`src/rtl/led_sched_pkg.sv`:
```
// Shared state encoding and elaboration-time sizing helpers for the LED refresh scheduler.
package led_sched_pkg;

    typedef enum logic [2:0] {IDLE, SWAP, START, RUN, LATCH} state_t;

    // Cycles RUN always lasts so drivers have time to raise busy after start.
    localparam int RUN_GRACE = 4;

    // Bits needed for a counter that takes values 0..n-1.
    function automatic int cnt_w(input longint n);
        return (n <= 2) ? 1 : $clog2(n);
    endfunction

    function automatic int tick_div(input longint clk_hz, input longint rate_hz);
        return int'(clk_hz / rate_hz);
    endfunction

    function automatic int latch_cyc(input longint us, input longint clk_hz);
        return int'((us * clk_hz + 999_999) / 1_000_000);
    endfunction

    // Saturation point of the RUN counter: the watchdog limit when it is enabled.
    function automatic int run_limit(input longint wdog_cyc, input bit wdog_en);
        return (wdog_en && wdog_cyc > RUN_GRACE) ? int'(wdog_cyc) : RUN_GRACE;
    endfunction

endpackage

```
`src/rtl/led_tick_gen.sv`:
```
// Free-running rate divider: one-cycle tick every DIV clocks, on the counter wrap.
module led_tick_gen
    import led_sched_pkg::*;
#(
    parameter int DIV = 1000
) (
    input  logic clock,
    input  logic reset,
    output logic tick
);
    localparam int W = cnt_w(DIV);

    logic [W-1:0] cnt;

    always_ff @(posedge clock or posedge reset) begin
        if (reset) begin
            cnt <= '0;
        end else if (cnt == W'(DIV - 1)) begin
            cnt <= '0;
        end else begin
            cnt <= cnt + W'(1);
        end
    end

    assign tick = (cnt == W'(DIV - 1));

endmodule

```
`src/rtl/led_refresh_scheduler.sv`:
```
// Frame refresh scheduler for addressable-LED strip drivers with a double-buffered colour RAM.
// Define LED_SCHED_WDOG_EN to compile in the RUN-state watchdog and the sticky fault flag.
module led_refresh_scheduler
    import led_sched_pkg::*;
#(
    parameter int CLOCK_FRQ  = 50_000_000,
    parameter int REFRESH_HZ = 60,
    parameter int LATCH_US   = 80,
    parameter int STRIPS     = 2,
    parameter int WDOG_CYC   = 1_000_000
) (
    input  logic              clock,
    input  logic              reset,
    input  logic              commit,
    output logic              commit_ack,
    output logic              rd_bank,
    output logic              wr_bank,
    output logic [STRIPS-1:0] start,
    input  logic [STRIPS-1:0] busy,
    output logic              overrun,
    input  logic              ovr_clr,
    output logic              fault
);
    localparam int TICK_DIV  = tick_div(CLOCK_FRQ, REFRESH_HZ);
    localparam int LATCH_CYC = latch_cyc(LATCH_US, CLOCK_FRQ);
`ifdef LED_SCHED_WDOG_EN
    localparam bit WDOG_EN   = 1'b1;
`else
    localparam bit WDOG_EN   = 1'b0;
`endif
    localparam int RUN_LIMIT = run_limit(WDOG_CYC, WDOG_EN);
    localparam int RUN_W     = cnt_w(RUN_LIMIT + 2);
    localparam int LATCH_W   = cnt_w(LATCH_CYC);

    state_t             state;
    logic               tick;
    logic               pending;
    logic [RUN_W-1:0]   run_cnt;
    logic [RUN_W-1:0]   run_next;
    logic [LATCH_W-1:0] latch_cnt;
    logic               run_done;
    logic               wdog_hit;
    logic               fault_q;

    led_tick_gen #(.DIV(TICK_DIV)) u_tick (
        .clock (clock),
        .reset (reset),
        .tick  (tick)
    );

    assign run_next = run_cnt + RUN_W'(1);
    assign run_done = (run_next >= RUN_W'(RUN_GRACE)) && (busy == '0);
`ifdef LED_SCHED_WDOG_EN
    assign wdog_hit = (run_next >= RUN_W'(WDOG_CYC));
`else
    assign wdog_hit = 1'b0;
`endif
    assign wr_bank = ~rd_bank;
    assign fault   = fault_q;

    // Outputs are registered on entry to a state, so start/commit_ack appear one cycle after the decision.
    always_ff @(posedge clock or posedge reset) begin
        if (reset) begin
            state      <= IDLE;
            rd_bank    <= 1'b0;
            start      <= '0;
            commit_ack <= 1'b0;
            pending    <= 1'b0;
            run_cnt    <= '0;
            latch_cnt  <= '0;
            overrun    <= 1'b0;
            fault_q    <= 1'b0;
        end else begin
            start      <= '0;
            commit_ack <= 1'b0;
            pending    <= pending | commit;

            if (tick && state != IDLE) begin
                overrun <= 1'b1;
            end else if (ovr_clr) begin
                overrun <= 1'b0;
            end

            case (state)
                IDLE: begin
                    if (tick) begin
                        if (pending) begin
                            state      <= SWAP;
                            rd_bank    <= ~rd_bank;
                            commit_ack <= 1'b1;
                        end else begin
                            state <= START;
                            start <= '1;
                        end
                    end
                end
                SWAP: begin
                    // The commit taken here is consumed; one arriving in this cycle re-arms the next swap.
                    pending <= commit;
                    state   <= START;
                    start   <= '1;
                end
                START: begin
                    state   <= RUN;
                    run_cnt <= '0;
                end
                RUN: begin
                    if (run_cnt != RUN_W'(RUN_LIMIT)) begin
                        run_cnt <= run_next;
                    end
                    if (wdog_hit) begin
                        fault_q   <= 1'b1;
                        state     <= LATCH;
                        latch_cnt <= '0;
                    end else if (run_done) begin
                        state     <= LATCH;
                        latch_cnt <= '0;
                    end
                end
                LATCH: begin
                    if (latch_cnt == LATCH_W'(LATCH_CYC - 1)) begin
                        state <= IDLE;
                    end else begin
                        latch_cnt <= latch_cnt + LATCH_W'(1);
                    end
                end
                default: state <= IDLE;
            endcase
        end
    end

endmodule
```
`config.mk`:
```
export PLATFORM = sky130hd
export DESIGN_NAME = led_refresh_scheduler
export DESIGN_NICKNAME = d
export VERILOG_FILES = /design/src/rtl/led_sched_pkg.sv /design/src/rtl/led_tick_gen.sv /design/src/rtl/led_refresh_scheduler.sv
export SDC_FILE = /design/constraint.sdc
export NUM_CORES = 1
export LEC_CHECK = 0
export CAP_MARGIN = 0
export CORE_MARGIN = 8
export CORE_UTILIZATION = 59
export CTS_BUF_LIST = sky130_fd_sc_hd__clkbuf_8 sky130_fd_sc_hd__clkbuf_16
export DETAILED_ROUTE_END_ITERATION = 10
export PLACE_DENSITY = 0.79
export SLEW_MARGIN = 30
export SYNTH_ARGS = -nofsm -noshare
export SYNTH_HDL_FRONTEND = slang
export SYNTH_SLANG_ARGS = --single-unit
```
`constraint.sdc`:
```
create_clock -name clock -period 3.2 [get_ports clock]
set_input_delay 0.64 -clock clock [delete_from_list [all_inputs] [get_ports clock]]
set_output_delay 0.64 -clock clock [all_outputs]
set_load 0.01 [all_outputs]
```
==> results of run 1 <==
per-layer routing:
metal | up-vias | wire (um) | share of wire
met5 | - | 0 | 0
met4 | 0 | 47 | 0.011
met3 | 6 | 206 | 0.047
met2 | 38 | 1910 | 0.44
met1 | 816 | 2200 | 0.50
li1 | 834 | - | -
registers in the layout (all words and copies together), names as in the netlist:
name,cells
pending,1
latch_cnt,12
start,1
commit_ack,1
state,3
u_tick.cnt,20
rd_bank,1
overrun,1
run_cnt,3
power by group:
| group | leakage [uW] | internal, uW | switching [uW] |
|---|---|---|---|
| clock network | 0.0000477 | 149 | 180 |
| registers | 0.000557 | 652 | 159 |
| logic | 0.000404 | 169 | 161 |
final cells by class:
cell class	instances	share of cell area
clock buffers	5	0.0281
clock inverters	3	0.00613
inverters	15	0.0230
multi-input cells	159	0.427
flip-flops and latches	43	0.440
well taps	48	0.0245
repair buffers	13	0.0511
worst max path at each step:
stage / end / slack (ns) / depth (start not counted)
after floorplan: latch_cnt[7]$_DFFE_PP0P_ / 1.43 / 6
after global placement: latch_cnt[1]$_DFFE_PP0P_ / 1.18 / 4
after detailed placement: latch_cnt[1]$_DFFE_PP0P_ / 1.12 / 4
after CTS: u_tick.cnt[19]$_DFF_PP0_ / 1.16 / 4
after global routing: u_tick.cnt[19]$_DFF_PP0_ / 1.04 / 4
final: u_tick.cnt[15]$_DFF_PP0_ / 1.14 / 4
cells in the mapped netlist, types with 2 or more instances:
| master | number |
|---|---|
| xnor2_1 | 11 |
| o21ai_0 | 8 |
| and3_1 | 2 |
| a21oi_1 | 6 |
| and2_1 | 2 |
| nor2_1 | 17 |
| xor2_1 | 7 |
| nand2_1 | 15 |
| a31oi_1 | 12 |
| nor4_2 | 2 |
| inv_1 | 15 |
| o31ai_1 | 2 |
| clkbuf_1 | 4 |
| and4_1 | 5 |
| a41oi_1 | 2 |
| a22o_1 | 2 |
| buf_4 | 3 |
| nor3_1 | 7 |
| ha_1 | 5 |
| nand3_1 | 11 |
| nand4_1 | 11 |
| o21ai_1 | 2 |
| mux2i_1 | 3 |
| a311oi_1 | 2 |
| dfrtp_1 | 43 |
| nand2b_1 | 5 |
| nor2b_1 | 2 |
worst reg2reg max path: stages, from the launching register on:
cell and delay, ns:
dfrtp_1 0.43, or4_4 0.53, nor3_2 0.36, and2_1 0.50, nor2_1 0.12
cell families (layout without fill, tap and decap cells):
group,Yosys count,in the layout,share of synthesized area
AO/OA/AOI/OAI,45,45,0.135
XOR/XNOR,18,18,0.0708
adder cells (fa/ha/maj),5,5,0.0281
buffers and inverters,23,36,0.0472
flip-flops,43,43,0.483
multiplexers,3,3,0.0135
other,1,1,0.00168
AND/OR/NAND/NOR,87,87,0.220
metrics by stage:
stage | hold slack [ns] | utilization | area, um2 | power [uW] | worst slack (ns)
2_1_floorplan | 0.436 | - | 2230 | 1050 | 1.43
3_3_place_gp | 0.467 | 0.650 | 2360 | 1130 | 1.18
3_5_place_dp | 0.477 | 0.650 | 2360 | 1150 | 1.12
4_1_cts | 0.495 | 0.674 | 2450 | 1470 | 1.16
5_1_grt | 0.523 | 0.674 | 2450 | 1580 | 1.04
6_report | 0.492 | 0.674 | 2450 | 1470 | 1.14
==> metrics.md, run 1 <==
| Metric | Value |
|---|---|
| CP delay by family, top | simple AND/OR/NAND/NOR gates |
| Yosys cell types | 46 |
| Most frequent cells in the layout | dfrtp_1, nor2_1, nand2_1 |
| GR Layer Usage met1 | 0.210 |
| Max-cap viol count | 0 |
| Max Fanout on Critical Path | 12 |
| Met2 Use GR | 0.226 |
| Buffers & Inverters on Critical Path | 0 |
| Leakage | 0.00101 uW |
| Worst Path Class, Setup | reg2reg |
| Worst reg2reg path depth | 4 |
| # IOs | 13 |
| Root Buffer | clkbuf_8 |
| Pwr Density | 601 nW/um2 |
| Die width | 77.4 um |
| Initial Util | 0.613 |
| CP arrival | 2.22 ns |
| Drt initial violations | 125 |
| Setup Skew | 0.00447 ns |
| Met3 Usage GRT | 0.0449 |
| Via Count | 1694 |
| CP endpoint kind | flop |
| DRC | 0 |
| Antenna fix cells | 0 |
| Post-synth EDFFs | 0 |
| Largest net degree at the start of global routing | 25 |
| Syn Inst Count | 225 |
| CP cell instances | or4_4, nor3_2, and2_1, nor2_1 |
| GP Congestion | 0.890 |
| Setup bufs post-CTS | 0 |
| Iteration count of the initial detailed-routing pass | 4 |
| Launch point of the critical path | u_tick.cnt[6]$_DFF_PP0_ |
| Register area | 1080 um2 |
| RSZ-0062 raised after global routing | false |
| Slew headroom | 0.576 |
| Core area | 3630 um2 |
| Slew @ Worst Pin | 0.628 ns |
| Sink of the worst hold path | latch_cnt[10]$_DFFE_PP0P_ |
| Port Buf Inserts | 11 |
| Critical path's largest stage delay | 0.53 ns |
| Hold path depth | 1 |
| Synth area leaders | dfrtp_1, xnor2_1, a31oi_1 |
| Setup TNS | 0 ns |
| Synth-to-layout area growth | 9.89% |
| Ys Warns | 0 |
| Most common cell after layout, fill and taps aside | dfrtp_1 |
| Initial antenna violation count | 0 |
| TritonCTS Sinks | 43 |
| Hold WC Path Type | reg2reg |
| Post-synth ARST share | 1.00 |
| Crit path time final | 2.06 ns |
| Routed vias/inst | 5.92 |
| Post-synthesis net count | 236 |
| Non-Filler Instances | 286 |
| Final setup viols | 0 |
| Seq/Total Area, Yosys | 0.483 |
| Inst Count DP | 278 |
| H-tree Lvls | 2 |
| Peak VDD IR | 0.000368 V |
| Drt total wl | 4.37 mm |
| Post-DP HPWL | 3.03 mm |
| CTS buffer count | 5 |
| #FFs+latches synth | 43 |
| Flop2flop setup slack | 1.14 ns |
| Die Ht | 77.4 um |
| Clk_lat worst skew | 0.29 ns |
| Post-CTS Hold Fix Bufs | 0 |
| CP Launch Type | flop |
| Tot GR Track Use | 0.153 |
| Worst path slowest cell | or4_4 |
| Top cell type's share of synthesized area | 0.483 |
| Gr busiest metal | met2 |
| Overflow after GRT | 0 |
| Hold path start | latch_cnt[10]$_DFFE_PP0P_ |
| Layout Nets | 248 |
| Share of cells above drive strength 1 | 0.0756 |
| Worst R2R Start | u_tick.cnt[6]$_DFF_PP0_ |
| Main synth FF type | dfrtp_1 |
| Final Slew Violations | 0 |
| CTS tree | built |
| Worst-path clk slew | 0.08 ns |
| R2R Path End | u_tick.cnt[15]$_DFF_PP0_ |
| Largest area contributor in the netlist | dfrtp_1 |
| Clock tree buffer depth | 2 |
| Final hold violation count | 0 |
| Multi-input gate area | 1050 um2 |
| Crit share post-route | 0.644 |
| Fmax | 485 MHz |
| PostCTS Resize Cnt | 0 |
| Status | finished clean |
| Cell area after synthesis | 2230 um2 |
| Area of the die | 6000 um2 |
| First-pass GRT wire length | 7.64 mm |
| Rows | 22 |
| Vias in the first global route | 1649 |
| Drt wl/cell | 15.3 um |
| WP data required | 3.36 ns |
| DRT antenna net count | 0 |
| Fillers | 298 |
| Avg Inst Size Synth | 9.90 um2 |
Note: power is estimated with default switching activity, not from simulation.
==> inputs of run 2 (changes only) <==
==> constraint.sdc (replaced) <==
create_clock -name clock -period 2 [get_ports clock]
set_input_delay 0.4 -clock clock [delete_from_list [all_inputs] [get_ports clock]]
set_output_delay 0.4 -clock clock [all_outputs]
set_load 0.01 [all_outputs]
==> run 2 against run 1 <==
Cell count grew 3.8%. Register-to-register slack lost 1.0 ns. Sequential share of layout area shrank 2.2 points. Total power grew 75%. Core utilization grew 3.6 points. Clock power grew 110%. Sequential power grew 54%. Fmax grew 10%. Die area is the same. Largest power group unchanged.
==> metrics.md, run 2 (same netlist as run 1, synthesis figures left out) <==
| Metric | Value |
|---|---|
| P_sw | 815 uW |
| Post-Route Utilization | 0.710 |
| Port Buf Inserts | 11 |
| Root Buffer | clkbuf_8 |
| Comb pwr share | 0.243 |
| Leakage | 0.00108 uW |
| Clk_lat worst skew | 0.29 ns |
| Synth-to-layout area growth | 15.8% |
| Layout Nets | 259 |
| Setup Skew | 0.00448 ns |
| Met2 WL | 2.06 mm |
| Iteration count of the initial detailed-routing pass | 4 |
| Setup bufs post-CTS | 0 |
| Total Power | 2570 uW |
| CP endpoint kind | flop |
| Placed Area | 2460 um2 |
| Worst path slowest cell | or4_4 |
| Tot GR Track Use | 0.149 |
| CP cell instances | or4_4, nor3_2, and2_1, buf_4, nor2_1 |
| Final Cell Area | 2580 um2 |
| Final hold violation count | 0 |
| Overflow after GRT | 0 |
| Drt wl/cell | 15.1 um |
| CP arrival | 2.05 ns |
| WP data required | 2.18 ns |
| Fillers | 262 |
| Initial antenna violation count | 0 |
| Worst-path clk slew | 0.08 ns |
| Clock tree buffer depth | 2 |
| Critical path's largest stage delay | 0.53 ns |
| Vias in the first global route | 1582 |
| Via Count | 1812 |
| Most frequent cells in the layout | dfrtp_1, nor2_1, nand2_1 |
| H-tree Lvls | 2 |
| Max reg flops | 20 |
| TritonCTS Sinks | 43 |
| Largest register by flop count | u_tick.cnt |
| Metal-1 WL | 2.05 mm |
| Largest net degree at the start of global routing | 44 |
| Hold WC Path Type | in2async |
| Pwr Density | 997 nW/um2 |
| Crit share post-route | 0.933 |
| Max-cap viol count | 0 |
| Top Registers | u_tick.cnt: 20 flops, latch_cnt: 12 flops |
| CTS buffer count | 5 |
| Die width | 77.4 um |
| Routed vias/inst | 6.10 |
| Crit path time final | 1.87 ns |
| CTS tree | built |
| GP Congestion | 0.917 |
| Inst Count DP | 289 |
| Post-DP HPWL | 3.09 mm |
| # IOs | 13 |
| Met3 routed WL | 284 um |
| Worst Path Class, Setup | reg2reg |
| CP delay by family, top | simple AND/OR/NAND/NOR gates |
| Most common cell after layout, fill and taps aside | dfrtp_1 |
| Final hold slack | 0.441 ns |
| Fmax | 536 MHz |
| Internal power | 1750 uW |
| Drt total wl | 4.48 mm |
| Sequential fraction of design power | 0.486 |
| Die Ht | 77.4 um |
| Antenna fix cells | 0 |
| Drt initial violations | 139 |
| Buffers & Inverters on Critical Path | 1 |
| CP Launch Type | flop |
| DRT antenna net count | 0 |
| Area of the die | 6000 um2 |
| Status | finished clean |
| First-pass GRT wire length | 7.39 mm |
| Non-Filler Instances | 297 |
| Max Fanout on Critical Path | 7 |
| DRC | 0 |
| Final setup viols | 0 |
| Peak VDD IR | 0.000650 V |
| Rows | 22 |
| DR top layer | met4 |
| Final Slew Violations | 0 |
| Clk pwr share | 0.271 |
| Share of cells above drive strength 1 | 0.116 |
| Initial Util | 0.613 |
| Core area | 3630 um2 |
| Switching Share | 0.317 |
## run 2: area by class of cell
| class | instances | area [um2] | share of cell area |
|---|---|---|---|
| Sequential cell | 43 | 1080 | 0.417 |
| Clock inverter | 2 | 35.0 | 0.0136 |
| Inverter | 15 | 56.3 | 0.0218 |
| Timing Repair Buffer | 24 | 220 | 0.0854 |
| Multi-Input combinational cell | 159 | 1050 | 0.407 |
| Clock buffer | 6 | 82.6 | 0.0320 |
| Tap cell | 48 | 60.1 | 0.0233 |
## run 2: final timing paths
kind / slack (ns) / end / startpoint / depth (start not counted)
max reg2reg: 0.13 / u_tick.cnt[5]$_DFF_PP0_ / u_tick.cnt[6]$_DFF_PP0_ / 5
min in group clock: 0.47 / latch_cnt[10]$_DFFE_PP0P_ / latch_cnt[10]$_DFFE_PP0P_ / 1
min reg2reg: 0.47 / latch_cnt[10]$_DFFE_PP0P_ / latch_cnt[10]$_DFFE_PP0P_ / 1
max: 0.13 / u_tick.cnt[5]$_DFF_PP0_ / u_tick.cnt[6]$_DFF_PP0_ / 5
max in group asynchronous: 1.36 / overrun$_DFFE_PP0P_ / reset / 3
min: 0.44 / latch_cnt[3]$_DFFE_PP0P_ / reset / 3
## run 2: power by group through the flow
stage	clock network [uW]	registers [uW]	logic (uW)
2_1_floorplan	0	1210	473
3_3_place_gp	0	1250	602
3_5_place_dp	0	1250	624
4_1_cts	704	1240	630
5_1_grt	736	1280	700
6_report	697	1250	625
## run 2: what timing repair did
item	4_1_cts	5_1_grt
resized for setup	0	1
endpoints found under the setup margin	0	1
hold buffers	0	0
## run 2: worst min-delay path: stages
cell             delay (ns)
clkdlybuf4s50_1        0.40
clkinv_1               0.07
buf_12                 0.23
## run 2: through the flow
step                       TNS, ns  setup WS [ns]
after floorplan                  0          0.230
after global placement           0          0.153
after detailed placement         0          0.143
after CTS                        0          0.133
after global routing      -0.00133       -0.00133
final                            0          0.134
## run 2: layer usage
layer,GRT usage,up-vias
met5,0,-
met4,0.0585,0
met3,0.0472,12
met2,0.231,64
met1,0.189,874
li1,-,862
==> inputs of run 3 (changes only) <==
--- a/config.mk
+++ b/config.mk
@@ -14,4 +14,5 @@
 export SLEW_MARGIN = 30
 export SYNTH_ARGS = -nofsm -noshare
 export SYNTH_HDL_FRONTEND = slang
+export SYNTH_HIERARCHICAL = 1
 export SYNTH_SLANG_ARGS = --single-unit
==> run 3 against run 2 <==
Register-to-register slack gained 0.08 ns. Flip-flop and latch count unchanged. Cell count up 1.0%. Non-clock buffer count shrank 2. Clock power shrank 27%. First-iteration DRC count fell by 29%. Total power is 45% lower. Design area up 0.49%. Combinational power shrank 95%. Critical path depth fell by 1. Sequential power fell by 30%.
==> metrics.md, run 3 <==
| Metric | Value |
|---|---|
| DRC | 0 |
| Post-CTS Hold Fix Bufs | 0 |
| DRT antenna net count | 0 |
| Via Count | 1720 |
| Drt wl/cell | 14.6 um |
| Tot GR Track Use | 0.149 |
| Worst reg2reg path depth | 4 |
| Fmax | 561 MHz |
| Leakage | 0.00121 uW |
| Area of the die | 6210 um2 |
| TritonCTS Sinks | 43 |
| Final hold slack | 0.454 ns |
| Clk pwr share | 0.360 |
| Setup Skew | 0.00727 ns |
| Post-synth EDFFs | 0 |
| Core area | 3880 um2 |
| Top cell type's share of synthesized area | 0.463 |
| CP endpoint kind | flop |
| CP arrival | 1.95 ns |
| Die width | 78.8 um |
| Crit path time final | 1.78 ns |
| Clock tree buffer depth | 2 |
| Initial Util | 0.599 |
| H-tree Lvls | 2 |
| Placed Area | 2500 um2 |
| Avg Inst Size Synth | 10.2 um2 |
| Drt initial violations | 99 |
| Seq/Total Area, Yosys | 0.463 |
| R2R Path End | latch_cnt[9]$_DFFE_PP0P_ |
| Ys Warns | 6 |
| Max reg flops | 20 |
| Cell area after synthesis | 2330 um2 |
| Flop2flop setup slack | 0.22 ns |
| Post-synthesis net count | 240 |
| Most common cell after layout, fill and taps aside | dfrtp_1 |
| Share of cells above drive strength 1 | 0.152 |
| Top Registers | u_tick/cnt: 20 flops, latch_cnt: 12 flops |
| Pwr Density | 543 nW/um2 |
| Die Ht | 78.8 um |
| Max-cap viol count | 0 |
| P_sw | 291 uW |
| Sequential fraction of design power | 0.618 |
| Crit share post-route | 0.892 |
| Most frequent cells in the layout | dfrtp_1, nor2_1, inv_1 |
| Post-DP HPWL | 3.18 mm |
| Non-Filler Instances | 300 |
| Worst path slowest cell | dfrtp_1 |
| CP Launch Type | flop |
| Total Power | 1410 uW |
| Final setup viols | 0 |
| Hold WC Path Type | in2async |
| Overflow after GRT | 0 |
| Initial antenna violation count | 0 |
| Iteration count of the initial detailed-routing pass | 4 |
| Drt total wl | 4.37 mm |
| Layout Nets | 260 |
| Final Cell Area | 2590 um2 |
| Antenna fix cells | 0 |
| WP data required | 2.17 ns |
| #FFs+latches synth | 43 |
| CTS tree | built |
| Routed vias/inst | 5.73 |
| Rows | 23 |
| Internal power | 1120 uW |
| Port Buf Inserts | 11 |
| Worst Path Class, Setup | reg2reg |
| Worst R2R Start | state[0]$_DFFE_PP0P_ |
| Inst Count DP | 292 |
| Setup TNS | 0 ns |
| PostCTS Resize Cnt | 0 |
| Max Fanout on Critical Path | 11 |
| Largest net degree at the start of global routing | 24 |
| Worst-path clk slew | 0.08 ns |
| Synth top cells by count | dfrtp_1, nor2_1, inv_1, nand3_1, xnor2_1 |
| RSZ-0062 raised after global routing | false |
| Yosys cell types | 51 |
| Largest area contributor in the netlist | dfrtp_1 |
| Comb pwr share | 0.023 |
| Synth area leaders | dfrtp_1, xnor2_1, nor2_1 |
| Clk_lat worst skew | 0.29 ns |
| GP Congestion | 0.759 |
| Final hold violation count | 0 |
| Most frequent cell after synthesis | dfrtp_1 |
| Switching Share | 0.207 |
| Main synth FF type | dfrtp_1 |
| Critical path's largest stage delay | 0.58 ns |
| Status | finished clean |
| Largest register by flop count | u_tick/cnt |
| Peak VDD IR | 0.000339 V |
| CTS buffer count | 5 |
| Synth-to-layout area growth | 11.4% |
| # IOs | 13 |
| Final Slew Violations | 0 |
| First-pass GRT wire length | 7.56 mm |
| Setup bufs post-CTS | 0 |
| Syn Inst Count | 229 |
| Post-synth ARST share | 1.00 |
| Vias in the first global route | 1644 |
| CP cell instances | nor4bb_2, nand3_1, and2_4, a211o_1 |
| Root Buffer | clkbuf_8 |
[run 3: layer usage]
metal / vias up / part of all wire / track usage
li1: 858 / - / -
met1: 816 / 0.46 / 0.190
met2: 40 / 0.49 / 0.244
met3: 6 / 0.039 / 0.0361
met4: 0 / 0.011 / 0.0481
met5: - / 0 / 0
[run 3: area by class of cell]
class	instances	area, um2
clock buffer	5	68.8
clock inverter	3	12.5
fill	310	1290
inverter	16	60.1
multi-input combinational	161	1120
sequential	43	1080
tap	50	62.6
timing repair buffer	22	193
[run 3: power by group through the flow]
stage	clock [uW]	sequential [uW]	combinational, uW
final	506	869	31.7
after global routing	554	868	37.3
after CTS	527	869	33.3
after detailed placement	0	886	33.4
after global placement	0	886	32.9
after floorplan	0	886	15.9
[run 3: critical path, delay by kind of cell (launching register included)]
kind | cells | cell delay [ns]
AND/OR/NAND/NOR | 3 | 0.78
flip-flops | 1 | 0.58
AO/OA/AOI/OAI | 1 | 0.30
[run 3: how the worst max path moves through the flow]
| stage | from | to | cells past startpoint |
|---|---|---|---|
| final | state[0]$_DFFE_PP0P_ | latch_cnt[9]$_DFFE_PP0P_ | 4 |
| after global routing | u_tick/cnt[11]$_DFF_PP0_ | state[1]$_DFFE_PP0P_ | 6 |
| after CTS | u_tick/cnt[11]$_DFF_PP0_ | state[1]$_DFFE_PP0P_ | 6 |
| after detailed placement | busy[1] | latch_cnt[9]$_DFFE_PP0P_ | 5 |
| after global placement | busy[1] | latch_cnt[2]$_DFFE_PP0P_ | 5 |
| after floorplan | u_tick/cnt[0]$_DFF_PP0_ | state[1]$_DFFE_PP0P_ | 8 |
[run 3: kinds of logic after synthesis]
family                   share of synthesized area
AND/OR/NAND/NOR                              0.275
flip-flops                                   0.463
AO/OA/AOI/OAI                               0.0984
buffers and inverters                       0.0586
XOR/XNOR                                    0.0678
adder cells (fa/ha/maj)                     0.0269
multiplexers                               0.00861
other                                      0.00161
[run 3: through the flow]
stage	setup slack [ns]	utilization
final	0.217	0.667
after global placement	0.0969	0.645
after detailed placement	0.0224	0.645
after floorplan	0.296	-
after CTS	0.125	0.666
after global routing	0.0384	0.667
